<file path="config.mk">
export PLATFORM = sky130hd
export DESIGN_NAME = rr_bus_arbiter_8_flat
export DESIGN_NICKNAME = d
export VERILOG_FILES = /design/src/rtl/rr_bus_arbiter_8_if.sv /design/src/rtl/rr_bus_arbiter_8.sv /design/src/flat_wrapper.sv
export SDC_FILE = /design/constraint.sdc
export NUM_CORES = 1
export LEC_CHECK = 0
export ABC_CLOCK_PERIOD_IN_PS = 3900
export BUFFER_PORTS_ARGS = -buffer_cell sky130_fd_sc_hd__buf_2
export CORE_MARGIN = 4
export CORE_UTILIZATION = 25
export DETAILED_ROUTE_END_ITERATION = 16
export GPL_TIMING_DRIVEN = 1
export PLACE_DENSITY_LB_ADDON = 0.12
export SYNTH_ARGS = -nofsm -noshare
export SYNTH_HDL_FRONTEND = slang
export SYNTH_SLANG_ARGS = --single-unit
export TNS_END_PERCENT = 100
</file>
<file path="constraint.sdc">
create_clock -name clk -period 3.9 [get_ports clk]
set_clock_uncertainty 0.2 [all_clocks]
set_input_delay 0.39 -clock clk [delete_from_list [all_inputs] [get_ports clk]]
set_output_delay 0.39 -clock clk [all_outputs]
set_load 0.005 [all_outputs]
</file>
<file path="src/rtl/rr_bus_arbiter_8_if.sv">
// Purpose: bundles the eight-requester input side and the shared output channel of rr_bus_arbiter_8.
// Latency: none (signal container only).
// Backpressure: carries in_ready/out_ready; the arbiter routes out_ready to the granted requester only.
// Ports: in_req/in_data/in_last/out_ready come from the environment; in_ready/out_*/gnt/gnt_id/busy come from the arbiter.
interface rr_bus_arbiter_8_if #(
    parameter int WIDTH = 16
);
    logic [7:0]         in_req;
    logic [8*WIDTH-1:0] in_data;
    logic [7:0]         in_last;
    logic [7:0]         in_ready;
    logic               out_valid;
    logic [WIDTH-1:0]   out_data;
    logic               out_last;
    logic               out_ready;
    logic [7:0]         gnt;
    logic [2:0]         gnt_id;
    logic               busy;

    // Environment side: drives requests and downstream ready.
    modport master (
        output in_req, in_data, in_last, out_ready,
        input  in_ready, out_valid, out_data, out_last, gnt, gnt_id, busy
    );

    // Arbiter side.
    modport slave (
        input  in_req, in_data, in_last, out_ready,
        output in_ready, out_valid, out_data, out_last, gnt, gnt_id, busy
    );
endinterface

</file>
<file path="src/rtl/rr_bus_arbiter_8.sv">
// Purpose: round-robin arbiter granting one of eight requesters the output channel for a whole packet.
// Latency: grant registered one edge after a request is seen in IDLE; data path is combinational, zero added latency.
// Backpressure: out_ready passes combinationally to in_ready of the granted requester only; others see 0.
// Ports: clk, rst_n (async active-low); bus (slave modport) carries in_req/in_data/in_last/in_ready,
//        out_valid/out_data/out_last/out_ready and the gnt/gnt_id/busy status outputs.
module rr_bus_arbiter_8 #(
    parameter int WIDTH = 16
) (
    input  logic               clk,
    input  logic               rst_n,
    rr_bus_arbiter_8_if.slave  bus
);

    typedef enum logic {
        IDLE = 1'b0,
        BUSY = 1'b1
    } state_t;

    state_t       state_q, state_d;
    logic [2:0]   gnt_id_q, gnt_id_d;
    logic [2:0]   ptr_q, ptr_d;

    logic         win_vld;
    logic [2:0]   win_id;
    logic [2:0]   cand;
    logic [WIDTH-1:0] sel_data;

    // Round-robin search: first requester at or above ptr, wrapping 7->0.
    // The 3-bit add wraps naturally.
    always_comb begin
        win_vld = 1'b0;
        win_id  = 3'd0;
        cand    = 3'd0;
        for (int k = 0; k < 8; k++) begin
            cand = ptr_q + 3'(k);
            if (!win_vld && bus.in_req[cand]) begin
                win_vld = 1'b1;
                win_id  = cand;
            end
        end
    end

    // Data mux with constant slice indices keyed on the held grant.
    always_comb begin
        sel_data = '0;
        for (int i = 0; i < 8; i++) begin
            if (gnt_id_q == 3'(i)) begin
                sel_data = bus.in_data[i*WIDTH +: WIDTH];
            end
        end
    end

    always_comb begin
        state_d       = state_q;
        gnt_id_d      = gnt_id_q;
        ptr_d         = ptr_q;
        bus.out_valid = 1'b0;
        bus.out_data  = '0;
        bus.out_last  = 1'b0;
        bus.in_ready  = 8'd0;

        case (state_q)
            IDLE: begin
                if (win_vld) begin
                    state_d  = BUSY;
                    gnt_id_d = win_id;
                end
            end
            BUSY: begin
                bus.out_valid = bus.in_req[gnt_id_q];
                bus.out_data  = sel_data;
                bus.out_last  = bus.in_last[gnt_id_q];
                bus.in_ready  = {7'd0, bus.out_ready} << gnt_id_q;
                // Grant is released only by an accepted last beat; a requester
                // that drops in_req mid-packet keeps the channel.
                if (bus.out_valid && bus.out_ready && bus.out_last) begin
                    state_d  = IDLE;
                    gnt_id_d = 3'd0;
                    ptr_d    = gnt_id_q + 3'd1;
                end
            end
            default: begin
                state_d  = IDLE;
                gnt_id_d = 3'd0;
            end
        endcase
    end

    always_ff @(posedge clk or negedge rst_n) begin
        if (!rst_n) begin
            state_q  <= IDLE;
            gnt_id_q <= 3'd0;
            ptr_q    <= 3'd0;
        end else begin
            state_q  <= state_d;
            gnt_id_q <= gnt_id_d;
            ptr_q    <= ptr_d;
        end
    end

    // gnt_id_q is cleared on every return to IDLE, so it already reads 0 when idle.
    assign bus.busy   = (state_q == BUSY);
    assign bus.gnt_id = gnt_id_q;
    assign bus.gnt    = (state_q == BUSY) ? (8'd1 << gnt_id_q) : 8'd0;

endmodule

</file>
<file path="src/flat_wrapper.sv">
// flat-port wrapper written by rule: the top's interface ports become plain ports
module rr_bus_arbiter_8_flat 
#(
    parameter int WIDTH = 16
)
  (clk, rst_n, bus_in_req, bus_in_data, bus_in_last, bus_out_ready, bus_in_ready, bus_out_valid, bus_out_data, bus_out_last, bus_gnt, bus_gnt_id, bus_busy);
  rr_bus_arbiter_8_if #(.WIDTH(WIDTH)) bus_i ();
  input  logic clk;
  input  logic rst_n;
  input wire logic [$bits(bus_i.in_req)-1:0] bus_in_req;
  input wire logic [$bits(bus_i.in_data)-1:0] bus_in_data;
  input wire logic [$bits(bus_i.in_last)-1:0] bus_in_last;
  input wire logic [$bits(bus_i.out_ready)-1:0] bus_out_ready;
  output wire logic [$bits(bus_i.in_ready)-1:0] bus_in_ready;
  output wire logic [$bits(bus_i.out_valid)-1:0] bus_out_valid;
  output wire logic [$bits(bus_i.out_data)-1:0] bus_out_data;
  output wire logic [$bits(bus_i.out_last)-1:0] bus_out_last;
  output wire logic [$bits(bus_i.gnt)-1:0] bus_gnt;
  output wire logic [$bits(bus_i.gnt_id)-1:0] bus_gnt_id;
  output wire logic [$bits(bus_i.busy)-1:0] bus_busy;
  assign bus_i.in_req = bus_in_req;
  assign bus_i.in_data = bus_in_data;
  assign bus_i.in_last = bus_in_last;
  assign bus_i.out_ready = bus_out_ready;
  assign bus_in_ready = bus_i.in_ready;
  assign bus_out_valid = bus_i.out_valid;
  assign bus_out_data = bus_i.out_data;
  assign bus_out_last = bus_i.out_last;
  assign bus_gnt = bus_i.gnt;
  assign bus_gnt_id = bus_i.gnt_id;
  assign bus_busy = bus_i.busy;
  rr_bus_arbiter_8 #(.WIDTH(WIDTH)) u_core (.clk(clk), .rst_n(rst_n), .bus(bus_i));
endmodule
</file>
==> impl_metrics.json <==
{
  "netlist_instances": 328,
  "rows": 36,
  "cts_buffer_depth": 2,
  "final_area_um2": 3570,
  "hold_path_class": "in2async",
  "cp.depth": 11,
  "antenna_found_initial": 0,
  "path_buf_inv": 3,
  "r2r_start": "u_core.ptr_q[0]$_DFFE_PN0P_",
  "finalCriticalPeriod_ns": 3.580,
  "syn-num-nets": 483,
  "num_vias": 3281,
  "yosysSeqAreaShare_pct": 7.060,
  "end_kind": "primary output",
  "gp_congestion": 0.8528,
  "peakVddDrop_uv": 313.6,
  "drt_iter0_markers": 206,
  "final-max-slew-violation-count": 0,
  "start_util_pct": 25.50,
  "outcome": "finished, final reports clean",
  "grt_pass1_wl_um": 15930,
  "die_area_um2": 11580,
  "die_w_um": 107.6,
  "cellLeakagePower_nw": 1.715,
  "ctsRootBufferMaster": "clkbuf_8",
  "r2r_cells": 9,
  "p_per_area_nw_per_um2": 708.3,
  "drv_cap": 0,
  "clk_latency_ns": 0.22,
  "ioPinCount": 185,
  "cts_resized": 0,
  "grt_usage_pct": 16.88,
  "crit_path_start_kind": "flip-flop",
  "first_pass_iters": 5,
  "worst_path_largest_cell_delay_ns": 0.57,
  "avgSynthCellArea_um2": 7.564,
  "worst_ep_required_time_ns": 3.31,
  "slew_headroom_pct": 35.81,
  "grt.overflow.total": 0,
  "fillCellCount": 1066,
  "crit_fanout": 20,
  "io_buffer_count": 184,
  "htree_levels": 1,
  "crit_arrival_ns": 2.99,
  "worstSetupStartpoint": "u_core.bus.gnt_id[1]$_DFFE_PN0P_",
  "cpMaxStageDelayCell": "ha_1",
  "crit_family": "compound AO/OA/AOI/OAI gates",
  "setup_tns_ns": 0,
  "netlist_area_um2": 2481,
  "register_area_um2": 175.2,
  "fmax_mhz": 279.3,
  "grt_max_degree": 34,
  "dp_slack_ns": 0.5517,
  "grt_pass1_vias": 3053,
  "finalWorstSetupSlack_ns": 0.3201,
  "worst_path_most_repeated_cell": "o21ai_0",
  "hpwl_um": 9299,
  "finalSetupViolCount": 0,
  "wl_per_cell_um": 17.35,
  "multi_input_area_um2": 2111,
  "rsz0062_at_grt": "no",
  "n_antenna_cell": 0,
  "cts_made_buffers": 3,
  "cts_tree": "built",
  "placeableCoreArea_um2": 9729,
  "regToRegSetupSlack_ns": 0.72,
  "cts_sinks": 7,
  "post_dp_cell_area_um2": 3515,
  "ys_async_sr_fraction_pct": 100.0,
  "post-route-drc-count": 0,
  "via_per_inst": 5.208,
  "ys_types": 57,
  "die_h_um": 107.6,
  "routed_wl_um": 10930,
  "synth_ff_type": "dfrtp_1",
  "timing.rr.end": "u_core.bus.gnt_id[2]$_DFFE_PN0P_",
  "ys_warn_count": 0,
  "worst_pin_slew_ns": 0.9628,
  "postRouteAntennaNets": 0,
  "nets": 653,
  "min_period_over_period_pct": 91.79,
  "drive_gt1_share_pct": 44.47,
  "ys_seq_elements": 7,
  "syn2layout_area_growth_pct": 43.87,
  "path_clk_slew_ns": 0.04,
  "hold_viol": 0,
  "synth-edff-count": 0,
  "crit_type": "reg2out",
  "worstPathCellList": "inv_1 -> ha_1 -> nor3b_2 -> buf_4 -> a22oi_1 -> a211oi_1 -> a221oi_1 -> o21ai_0 -> o21ai_0 -> a21oi_1 -> buf_2"
}
[stage by stage]
stage / hold slack, ns / power [mW] / utilization, % / cells
after CTS: 0.3263 / 2.546 / 36.69 / 630
final: 0.3296 / 2.528 / 36.69 / 630
after global placement: 0.02744 / 2.434 / 36.12 / 625
after detailed placement: 0.03394 / 2.433 / 36.12 / 625
after floorplan: -0.1056 / 1.774 / - / 328
after global routing: 0.3724 / 2.774 / 36.69 / 630
[state kept, by name, summed over array words and instances, names as in the netlist]
register / cells
u_core.bus.busy: 1
u_core.ptr_q: 3
u_core.bus.gnt_id: 3
[routing by layer]
| layer | wire length [um] | part of all wire, % | vias to the layer above | track usage (%) |
|---|---|---|---|---|
| met4 | 160 | 1.5 | 0 | 3.066 |
| met1 | 4543 | 42 | 1493 | 21.92 |
| met5 | 0 | 0 | - | 0 |
| met2 | 5543 | 51 | 135 | 30.51 |
| met3 | 684 | 6.3 | 10 | 1.560 |
| li1 | - | - | 1643 | - |
[what timing repair did]
action,4_1_cts,5_1_grt
endpoints found under the setup margin,0,0
hold endpoints to repair,7,0
buffers inserted,0,0
hold buffers,1,0
[worst reg2reg max path, delay by kind of cell, from the launching register on]
kind            cells  cell delay, ns
compound gates      3            0.53
fa+ha+maj           1            0.56
buf+inv             1            0.08
flops               1            0.34
mux                 1            0.73
simple gates        3            0.64
[cell families (layout without fill, tap and decap cells)]
logic type               count (synthesis)  in the layout  share of synthesized area, %
buffers and inverters                   43            212                         7.867
XOR/XNOR                                 4              4                         1.715
AND/OR/NAND/NOR                         93             93                         17.70
multiplexers                            27             27                         20.42
adder cells (fa/ha/maj)                  8              8                         4.034
AO/OA/AOI/OAI                          146            146                         41.20
flip-flops                               7              7                         7.060
[Yosys cell counts (2+ instances only)]
master / n / area, um2
a32o_1: 2 / 20.02
o21ai_0: 30 / 150.1
nand3_1: 5 / 25.02
and3_1: 3 / 18.77
nand2b_1: 2 / 12.51
a22oi_1: 16 / 120.1
nor2_2: 2 / 12.51
dfrtp_1: 7 / 175.2
nand2_1: 20 / 75.07
xor2_1: 2 / 17.52
mux4_1: 6 / 157.7
clkbuf_1: 21 / 78.83
nor2b_1: 3 / 18.77
a211oi_1: 17 / 127.6
o21ai_1: 8 / 40.04
mux2i_1: 9 / 90.09
a31oi_1: 3 / 18.77
nor3b_1: 2 / 15.01
a221oi_1: 16 / 140.1
nor2_1: 39 / 146.4
and2_1: 5 / 31.28
mux4_2: 10 / 225.2
buf_1: 4 / 15.01
o221ai_1: 16 / 140.1
buf_6: 2 / 22.52
o22ai_1: 5 / 31.28
inv_1: 9 / 33.78
a21oi_1: 22 / 110.1
buf_2: 4 / 20.02
nor3_1: 4 / 20.02
ha_1: 8 / 100.1
[report_power, final]
part | internal (mW) | switching [mW]
Combinational | 1.05 | 1.24
Clock | 0.0704 | 0.0283
Sequential | 0.0998 | 0.0399
[placed cells by master, fill, tap and decap left out, types with 4 or more instances in the layout]
master,netlist,layout
nor2_1,39,39
o21ai_0,30,30
and2_1,5,5
ha_1,8,8
mux4_2,10,10
mux4_1,6,6
o21ai_1,8,8
inv_1,9,9
buf_2,4,184
dfrtp_1,7,7
nand2_1,20,20
a21oi_1,22,22
nor3_1,4,4
a221oi_1,16,16
a22oi_1,16,16
o221ai_1,16,16
o22ai_1,5,5
buf_4,0,11
a211oi_1,17,17
mux2i_1,9,9
nand3_1,5,5
[worst max path at each step]
stage	to	slack, ns
6_report	bus_out_data[4]	0.32
2_1_floorplan	u_core.bus.gnt_id[1]$_DFFE_PN0P_	0.82
4_1_cts	bus_out_data[2]	0.30
3_5_place_dp	bus_out_data[2]	0.55
5_1_grt	bus_out_data[4]	0.03
3_3_place_gp	bus_out_data[4]	0.63
[final cells by class]
class                      count  share of cell area [%]
timing repair buffer         196                   28.39
clock buffer                   4                   1.262
sequential                     7                   4.907
tap                          133                   4.662
multi-input combinational    278                   59.13
inverter                      12                   1.647
No activity file was read; power rests on OpenSTA's default activity.
